===== src/rtl/demux_stream_1ton.sv =====
// Registered 1-to-N stream demultiplexer with per-packet destination lock,
// broadcast mode and a saturating counter of beats dropped on illegal selects.
module demux_stream_1ton #(
  parameter int unsigned WIDTH    = 8,
  parameter int unsigned CHANNELS = 4,
  parameter int unsigned SEL_W    = 2
) (
  input  logic                      clk,
  input  logic                      rst_n,
  input  logic                      in_valid,
  output logic                      in_ready,
  input  logic [WIDTH-1:0]          in_data,
  input  logic                      in_last,
  input  logic [SEL_W-1:0]          in_sel,
  input  logic                      in_bcast,
  output logic [CHANNELS-1:0]       out_valid,
  input  logic [CHANNELS-1:0]       out_ready,
  output logic [CHANNELS*WIDTH-1:0] out_data,
  output logic [CHANNELS-1:0]       out_last,
  output logic [7:0]                drop_cnt
);

  typedef enum logic {IDLE, PKT} state_t;

  state_t                    state_q, state_d;
  logic [SEL_W-1:0]          sel_q, sel_d;
  logic                      bcast_q, bcast_d;
  logic                      discard_q, discard_d;
  logic [CHANNELS-1:0]       valid_q, valid_d;
  logic [CHANNELS-1:0]       last_q, last_d;
  logic [CHANNELS*WIDTH-1:0] data_q, data_d;
  logic [7:0]                drop_q, drop_d;

  logic [SEL_W-1:0]    cur_sel;
  logic                cur_bcast;
  logic                cur_discard;
  logic [CHANNELS-1:0] sel_oh;
  logic [CHANNELS-1:0] can_load;
  logic [CHANNELS-1:0] load;
  logic                dest_ready;
  logic                accept;

  always_comb begin
    cur_sel   = (state_q == IDLE) ? in_sel   : sel_q;
    cur_bcast = (state_q == IDLE) ? in_bcast : bcast_q;

    sel_oh = '0;
    for (int unsigned k = 0; k < CHANNELS; k++) begin
      if (32'(cur_sel) == k) sel_oh[k] = 1'b1;
    end

    // Out-of-range selects have no one-hot bit, which is what marks a discard.
    cur_discard = (state_q == IDLE) ? (!in_bcast && !(|sel_oh)) : discard_q;

    can_load = ~valid_q | out_ready;

    if (cur_bcast)        dest_ready = &can_load;
    else if (cur_discard) dest_ready = 1'b1;
    else                  dest_ready = |(can_load & sel_oh);
  end

  assign in_ready = rst_n && dest_ready;
  assign accept   = in_valid && in_ready;

  always_comb begin
    load = '0;
    if (accept && !cur_discard) load = cur_bcast ? '1 : sel_oh;

    valid_d = valid_q;
    last_d  = last_q;
    data_d  = data_q;
    for (int unsigned k = 0; k < CHANNELS; k++) begin
      if (load[k]) begin
        valid_d[k]               = 1'b1;
        last_d[k]                = in_last;
        data_d[k*WIDTH +: WIDTH] = in_data;
      end else if (valid_q[k] && out_ready[k]) begin
        valid_d[k] = 1'b0;
      end
    end

    drop_d = drop_q;
    if (accept && cur_discard && drop_q != 8'hFF) drop_d = drop_q + 8'd1;

    state_d   = state_q;
    sel_d     = sel_q;
    bcast_d   = bcast_q;
    discard_d = discard_q;
    if (accept) begin
      if (in_last) begin
        state_d = IDLE;
      end else begin
        state_d = PKT;
        if (state_q == IDLE) begin
          sel_d     = in_sel;
          bcast_d   = in_bcast;
          discard_d = cur_discard;
        end
      end
    end
  end

  always_ff @(posedge clk or negedge rst_n) begin
    if (!rst_n) begin
      state_q   <= IDLE;
      sel_q     <= '0;
      bcast_q   <= 1'b0;
      discard_q <= 1'b0;
      valid_q   <= '0;
      last_q    <= '0;
      data_q    <= '0;
      drop_q    <= '0;
    end else begin
      state_q   <= state_d;
      sel_q     <= sel_d;
      bcast_q   <= bcast_d;
      discard_q <= discard_d;
      valid_q   <= valid_d;
      last_q    <= last_d;
      data_q    <= data_d;
      drop_q    <= drop_d;
    end
  end

  assign out_valid = valid_q;
  assign out_last  = last_q;
  assign out_data  = data_q;
  assign drop_cnt  = drop_q;

endmodule


===== config.mk =====
export PLATFORM = sky130hd
export DESIGN_NAME = demux_stream_1ton
export DESIGN_NICKNAME = d
export VERILOG_FILES = /design/src/rtl/demux_stream_1ton.sv
export SDC_FILE = /design/constraint.sdc
export NUM_CORES = 1
export LEC_CHECK = 0
export ABC_AREA = 1
export BUFFER_PORTS_ARGS = -buffer_cell sky130_fd_sc_hd__buf_2
export CAP_MARGIN = 0
export CORE_MARGIN = 2
export CORE_UTILIZATION = 33
export CTS_BUF_LIST = sky130_fd_sc_hd__clkbuf_8
export DETAILED_ROUTE_END_ITERATION = 16
export GPL_ROUTABILITY_DRIVEN = 0
export PLACE_DENSITY_LB_ADDON = 0.3
export SYNTH_ARGS = -nofsm -noshare
export SYNTH_HDL_FRONTEND = slang
export SYNTH_SLANG_ARGS = --single-unit

===== constraint.sdc =====
create_clock -name clk -period 3.66 [get_ports clk]
set_input_delay 0.549 -clock clk [delete_from_list [all_inputs] [get_ports clk]]
set_output_delay 0.549 -clock clk [all_outputs]
set_load 0.02 [all_outputs]

After elaboration in Yosys (flattened, before gate mapping)
Cells that the tools add are included.
{ "op_classes": {"n_addsub": 1, "mul": 0, "div": 0, "order_cmp": 0, "n_eq_ne": 4, "shift": 0, "n_mux": 20, "n_bitwise": 5, "reduce_logical": 23} }
{ "ops": {"columns": ["operator", "count"], "rows": [
  ["1-bit two-way mux", 17],
  ["1-bit logical AND", 10],
  ["8-bit by 1-bit adder with 8-bit output, second input constant", 1],
  ["4-bit two-way mux", 2],
  ["8-bit inequality test, second input constant", 1],
  ["2-bit nonzero test", 4],
  ["4-bit OR reduction", 2],
  ["4-bit AND", 1],
  ["2-bit == test, second input constant", 2],
  ["4-bit NOT", 1],
  ["4-bit bitwise OR", 1],
  ["4-bit AND reduction", 1],
  ["1-bit zero test", 3],
  ["3-bit AND reduction", 1],
  ["2-bit by 1-bit == test with 1-bit output, second input constant", 1],
  ["2-bit zero test", 1],
  ["2-bit two-way mux", 1],
  ["1-bit NOT", 2],
  ["2-bit AND reduction", 1]
]} }
{ "word_totals": {"ff_bits": 53, "latch_bits": 0, "mem_bits_rw": 0, "romBits": 0, "inputBits": 19, "out_inout_bits": 49, "mem_count": 0} }

Depth between registers and ports, before layout
{ "logic_depth": {"word_depth": 14, "depth_mapped": 13, "mapped_depth_nobuf": 11} }

Least setup slack after synthesis
No wires, ideal clock.
{ "synth_timing": {"path_type": "input port to output port", "from": "input port in_bcast", "to": "output port in_ready", "arrival_time_ps": 1199, "required_ps": 3111, "setup_slack_ps": 1912, "path_stages": 4, "cell_sequence": "o21ai_4 -> nand3_2 -> nor2_1 -> nor2_4"} }
{ "synth_via": {"elab_chain_cells": 6} }
{ "synth_lines": {"columns": ["element", "line_no", "source"], "rows": [
  ["from (decl)", "15", "input logic in_bcast,"],
  ["1-bit zero test", "53", "cur_discard = (state_q == IDLE) ? (!in_bcast && !(|sel_oh)) : discard_q;"],
  ["1-bit logical AND", "53", null],
  ["1-bit two-way mux", "53", null],
  ["1-bit two-way mux", "58", "else if (cur_discard) dest_ready = 1'b1;"],
  ["1-bit two-way mux *", "57", "if (cur_bcast) dest_ready = &can_load;"],
  ["1-bit logical AND *", "62", "assign in_ready = rst_n && dest_ready;"],
  ["to (decl)", "11", "output logic in_ready,"]
]} }
Every way passes the cells marked *; elsewhere a longest branch is shown, timed or not.

Worst setup path in the final report
{ "layout_timing": {"from": "register state_q", "to": "output port in_ready"} }
{ "layout_via": {"elab_chain_cells": 10} }
{ "layout_lines": {"columns": ["element", "line_no", "source"], "rows": [
  ["from (decl)", "25", "state_t state_q, state_d;"],
  ["from (signal assigned)", "114", "state_q <= state_d;"],
  ["2-bit two-way mux", null, null],
  ["2-bit by 1-bit == test with 1-bit output (tied with other cells)", "49", "if (32'(cur_sel) == k) sel_oh[k] = 1'b1;"],
  ["1-bit two-way mux", "49", null],
  ["4-bit OR reduction", "53", null],
  ["1-bit zero test", "53", null],
  ["1-bit logical AND", "53", null],
  ["1-bit two-way mux", "53", null],
  ["1-bit two-way mux", "58", null],
  ["1-bit two-way mux *", "57", null],
  ["1-bit logical AND *", "62", null]
]} }
Marked as above.

==> results by group <==
Outcome
  – Outcome: finished, final reports clean

Detailed routing
  – Post-route ant nets: 0
  – DR DRC count: 0
  – Final WL: 6410 µm
  – Routed length per instance: 14.2 µm
  – Via/cell ratio: 4.71
  – Vias: 2122
  – Number of DRC markers in iteration 0: 120
  – Drt first pass iters: 4

Power and ir drop
  – PwrDens: 855 mW/mm²
  – Leak: 1.70 nW
  – Worst vdd ir: 0.363 mV

Setup path
  – Largest stage delay on the critical path: 650 ps
  – Ordered list of cells on the worst path: nand2_1 -> nand2_2 -> nand3_1 -> nand3_1 -> nor2_1 -> nor2_4 -> buf_2
  – Most used cell, CP: nand3_1
  – R2R cell count: 9
  – Worst Setup End Kind: output port
  – Crit Reg-Reg Endpoint: out_data[9]
  – Required time worst endpoint: 3110 ps
  – CP max FO: 9
  – Critical path type: flop to output port
  – Reg-to-reg slack, setup: 1580 ps
  – Worst R2R Start: state_q
  – CP max-delay cell: dfrtp_1
  – Worst path arrival time: 1920 ps
  – Startpoint Class: flop

Floorplanning
  – Site Rows: 31
  – Core ar.: 0.00733 mm²
  – DIE AREA: 0.00835 mm²
  – # IOs: 68
  – Starting Density: 0.344
  – Chip Height: 91.4 µm
  – Die Wd: 91.4 µm

Clocking
  – Clk_lat worst skew: 300 ps
  – Clock transition at the registers of the reported paths: 100 ps
  – Setup Fix Bufs, Post-CTS: 0
  – H-tree levels: 2
  – Clock tree sinks: 53
  – # resized after CTS: 0
  – CTS Buf Count: 5
  – Hold-fix buffers at CTS: 0
  – TritonCTS clock tree: done
  – Clk buf depth: 2
  – Root Driver: clkbuf_8

Synth
  – Synth Cell Area: 0.00252 mm²
  – Post-synthesis register bit count: 53
  – Syn Area/Cell: 8.93 µm²
  – Dominant cells by area after synthesis: dfrtp_1, nand2_1, nand3_1
  – Share of the synthesized area in the top cell type: 0.527
  – Synth Warn #: 0
  – Yosys cell types: 27
  – Net Count, Synth: 302
  – Cell taking the most area after synthesis: dfrtp_1
  – Post-Syn Instances: 282
  – Seq/Total Area, Yosys: 0.527

Layout
  – # fillers: 753
  – Share of layout cells above drive strength 1: 0.310
  – Net count, final: 371
  – Layout Area Growth over Synthesis: 20.6%
  – Reg area: 0.00133 mm²
  – Area of the multi-input gates: 0.00105 mm²
  – Post-route insts no fill: 451
  – Ant. Diodes: 0

Timing
  – Setup TNS: 0 ps
  – Tcrit/Tclk final: 0.675
  – Worst slew pin tran: 682 ps
  – Slew HR: 0.545
  – Setup repair after global routing missed its margin: false
  – Clock skew: 12.8 ps
  – Max-slew violation count: 0
  – Setup violations, final: 0
  – Fmax: 405 MHz
  – Min cycle time layout: 2470 ps
  – Final Hold Fails: 0

Hold path
  – Worst Hold Class: input pin to asynchronous set/reset pin

Placement
  – Dpl cells: 443
  – PortBufs: 67
  – Hpwl dp: 4570 µm

Global route
  – Grt ovf: 0
  – GRT Total Usage: 0.159
  – Initial antenna violation count: 0
  – Largest net degree at the start of global routing: 54
  – Vias in the first global route: 2114
  – Global-route wire length before repair: 10700 µm

Run
  – MaxCap Viol Count: 0
## through the flow
stage | total power [mW] | utilization | setup slack (ps) | hold slack (ps) | area [µm²]
floorplan | 1.82 | - | 1910 | 253 | 2520
global placement | 2.18 | 0.399 | 1600 | 457 | 2920
detailed placement | 2.21 | 0.399 | 1530 | 460 | 2920
CTS | 2.62 | 0.414 | 1210 | 419 | 3040
global route | 2.79 | 0.414 | 1080 | 454 | 3040
finish | 2.59 | 0.414 | 1190 | 391 | 3040
## worst max path at each step
stage / from / endpoint / slack (ps) / cells after the start
6_report: state_q / in_ready / 1190 / 7
5_1_grt: state_q / in_ready / 1080 / 7
4_1_cts: state_q / in_ready / 1210 / 7
3_5_place_dp: state_q / in_ready / 1530 / 7
3_3_place_gp: state_q / drop_cnt[6] / 1600 / 5
2_1_floorplan: in_bcast / in_ready / 1910 / 4
## kinds of logic after synthesis
family | after synthesis | share of synthesized area
and+or+nand+nor | 182 | 0.345
DFF | 53 | 0.527
buffers and inverters | 25 | 0.0546
AOI/OAI and AO/OA | 15 | 0.0477
xor gates and xnor gates | 6 | 0.0209
adders and majority gates | 1 | 0.00497
## cell usage in the layout, fill, tap and decap left out
cell type,synthesis,routed
nor3_1,1,1
inv_1,15,15
clkinv_2,0,1
nor2_1,7,7
inv_6,1,2
nor2_8,1,1
xnor2_1,2,2
o21ai_4,1,1
nor2_4,1,1
a31oi_1,1,1
buf_4,0,1
clkbuf_8,0,5
nand3_4,1,1
nand2_4,2,2
inv_2,3,3
buf_2,1,67
nand2_1,106,106
nand3_2,2,2
nand3_1,47,47
or2_2,1,1
ha_1,1,1
xor2_1,4,4
nand2_2,8,8
dfrtp_1,53,53
bufinv_16,0,1
nand4_2,4,4
o21ai_0,4,4
nand3b_1,1,1
o21ai_2,8,8
o21bai_1,1,1
## cell type report
type	instances	area share
repair buffers	68	0.113
multi-input cells	204	0.347
clock buffers	5	0.0227
clock inverters	3	0.0144
inverters	19	0.0251
flip-flops and latches	53	0.437
well taps	99	0.0408
## synthesized netlist by cell type, drive strengths merged
master    n
dfrtp    53
or2       1
o21ai    13
a31oi     1
ha        1
buf       6
nand3    50
o21bai    1
nand2   116
nor2      9
nand4     4
xor2      4
xnor2     2
nor3      1
nand3b    1
inv      19
## per-layer routing
layer  vias to the layer above  track usage  routed length (µm)
met5                         -            0                   0
li1                       1040            -                   -
met2                        64        0.267                3030
met4                         0       0.0328                  49
met3                         7       0.0365                 361
met1                      1011        0.211                2970
## worst max-delay path: cells and delay by family (launching register included)
kind          cells  cell delay (ps)
simple gates      6              770
buf+inv           1              210
flops             1              650
## power breakdown
| part | internal, mW | switching (mW) |
|---|---|---|
| registers | 0.811 | 0.137 |
| clock network | 0.205 | 0.196 |
| logic | 0.371 | 0.874 |
| total | 1.39 | 1.21 |
## registers in the layout, indices dropped and copies added, names as in the netlist
signal	flops
discard_q	1
out_data	32
out_valid	4
bcast_q	1
out_last	4
sel_q	2
drop_cnt	8
state_q	1
No activity file was read; power rests on OpenSTA's default activity.
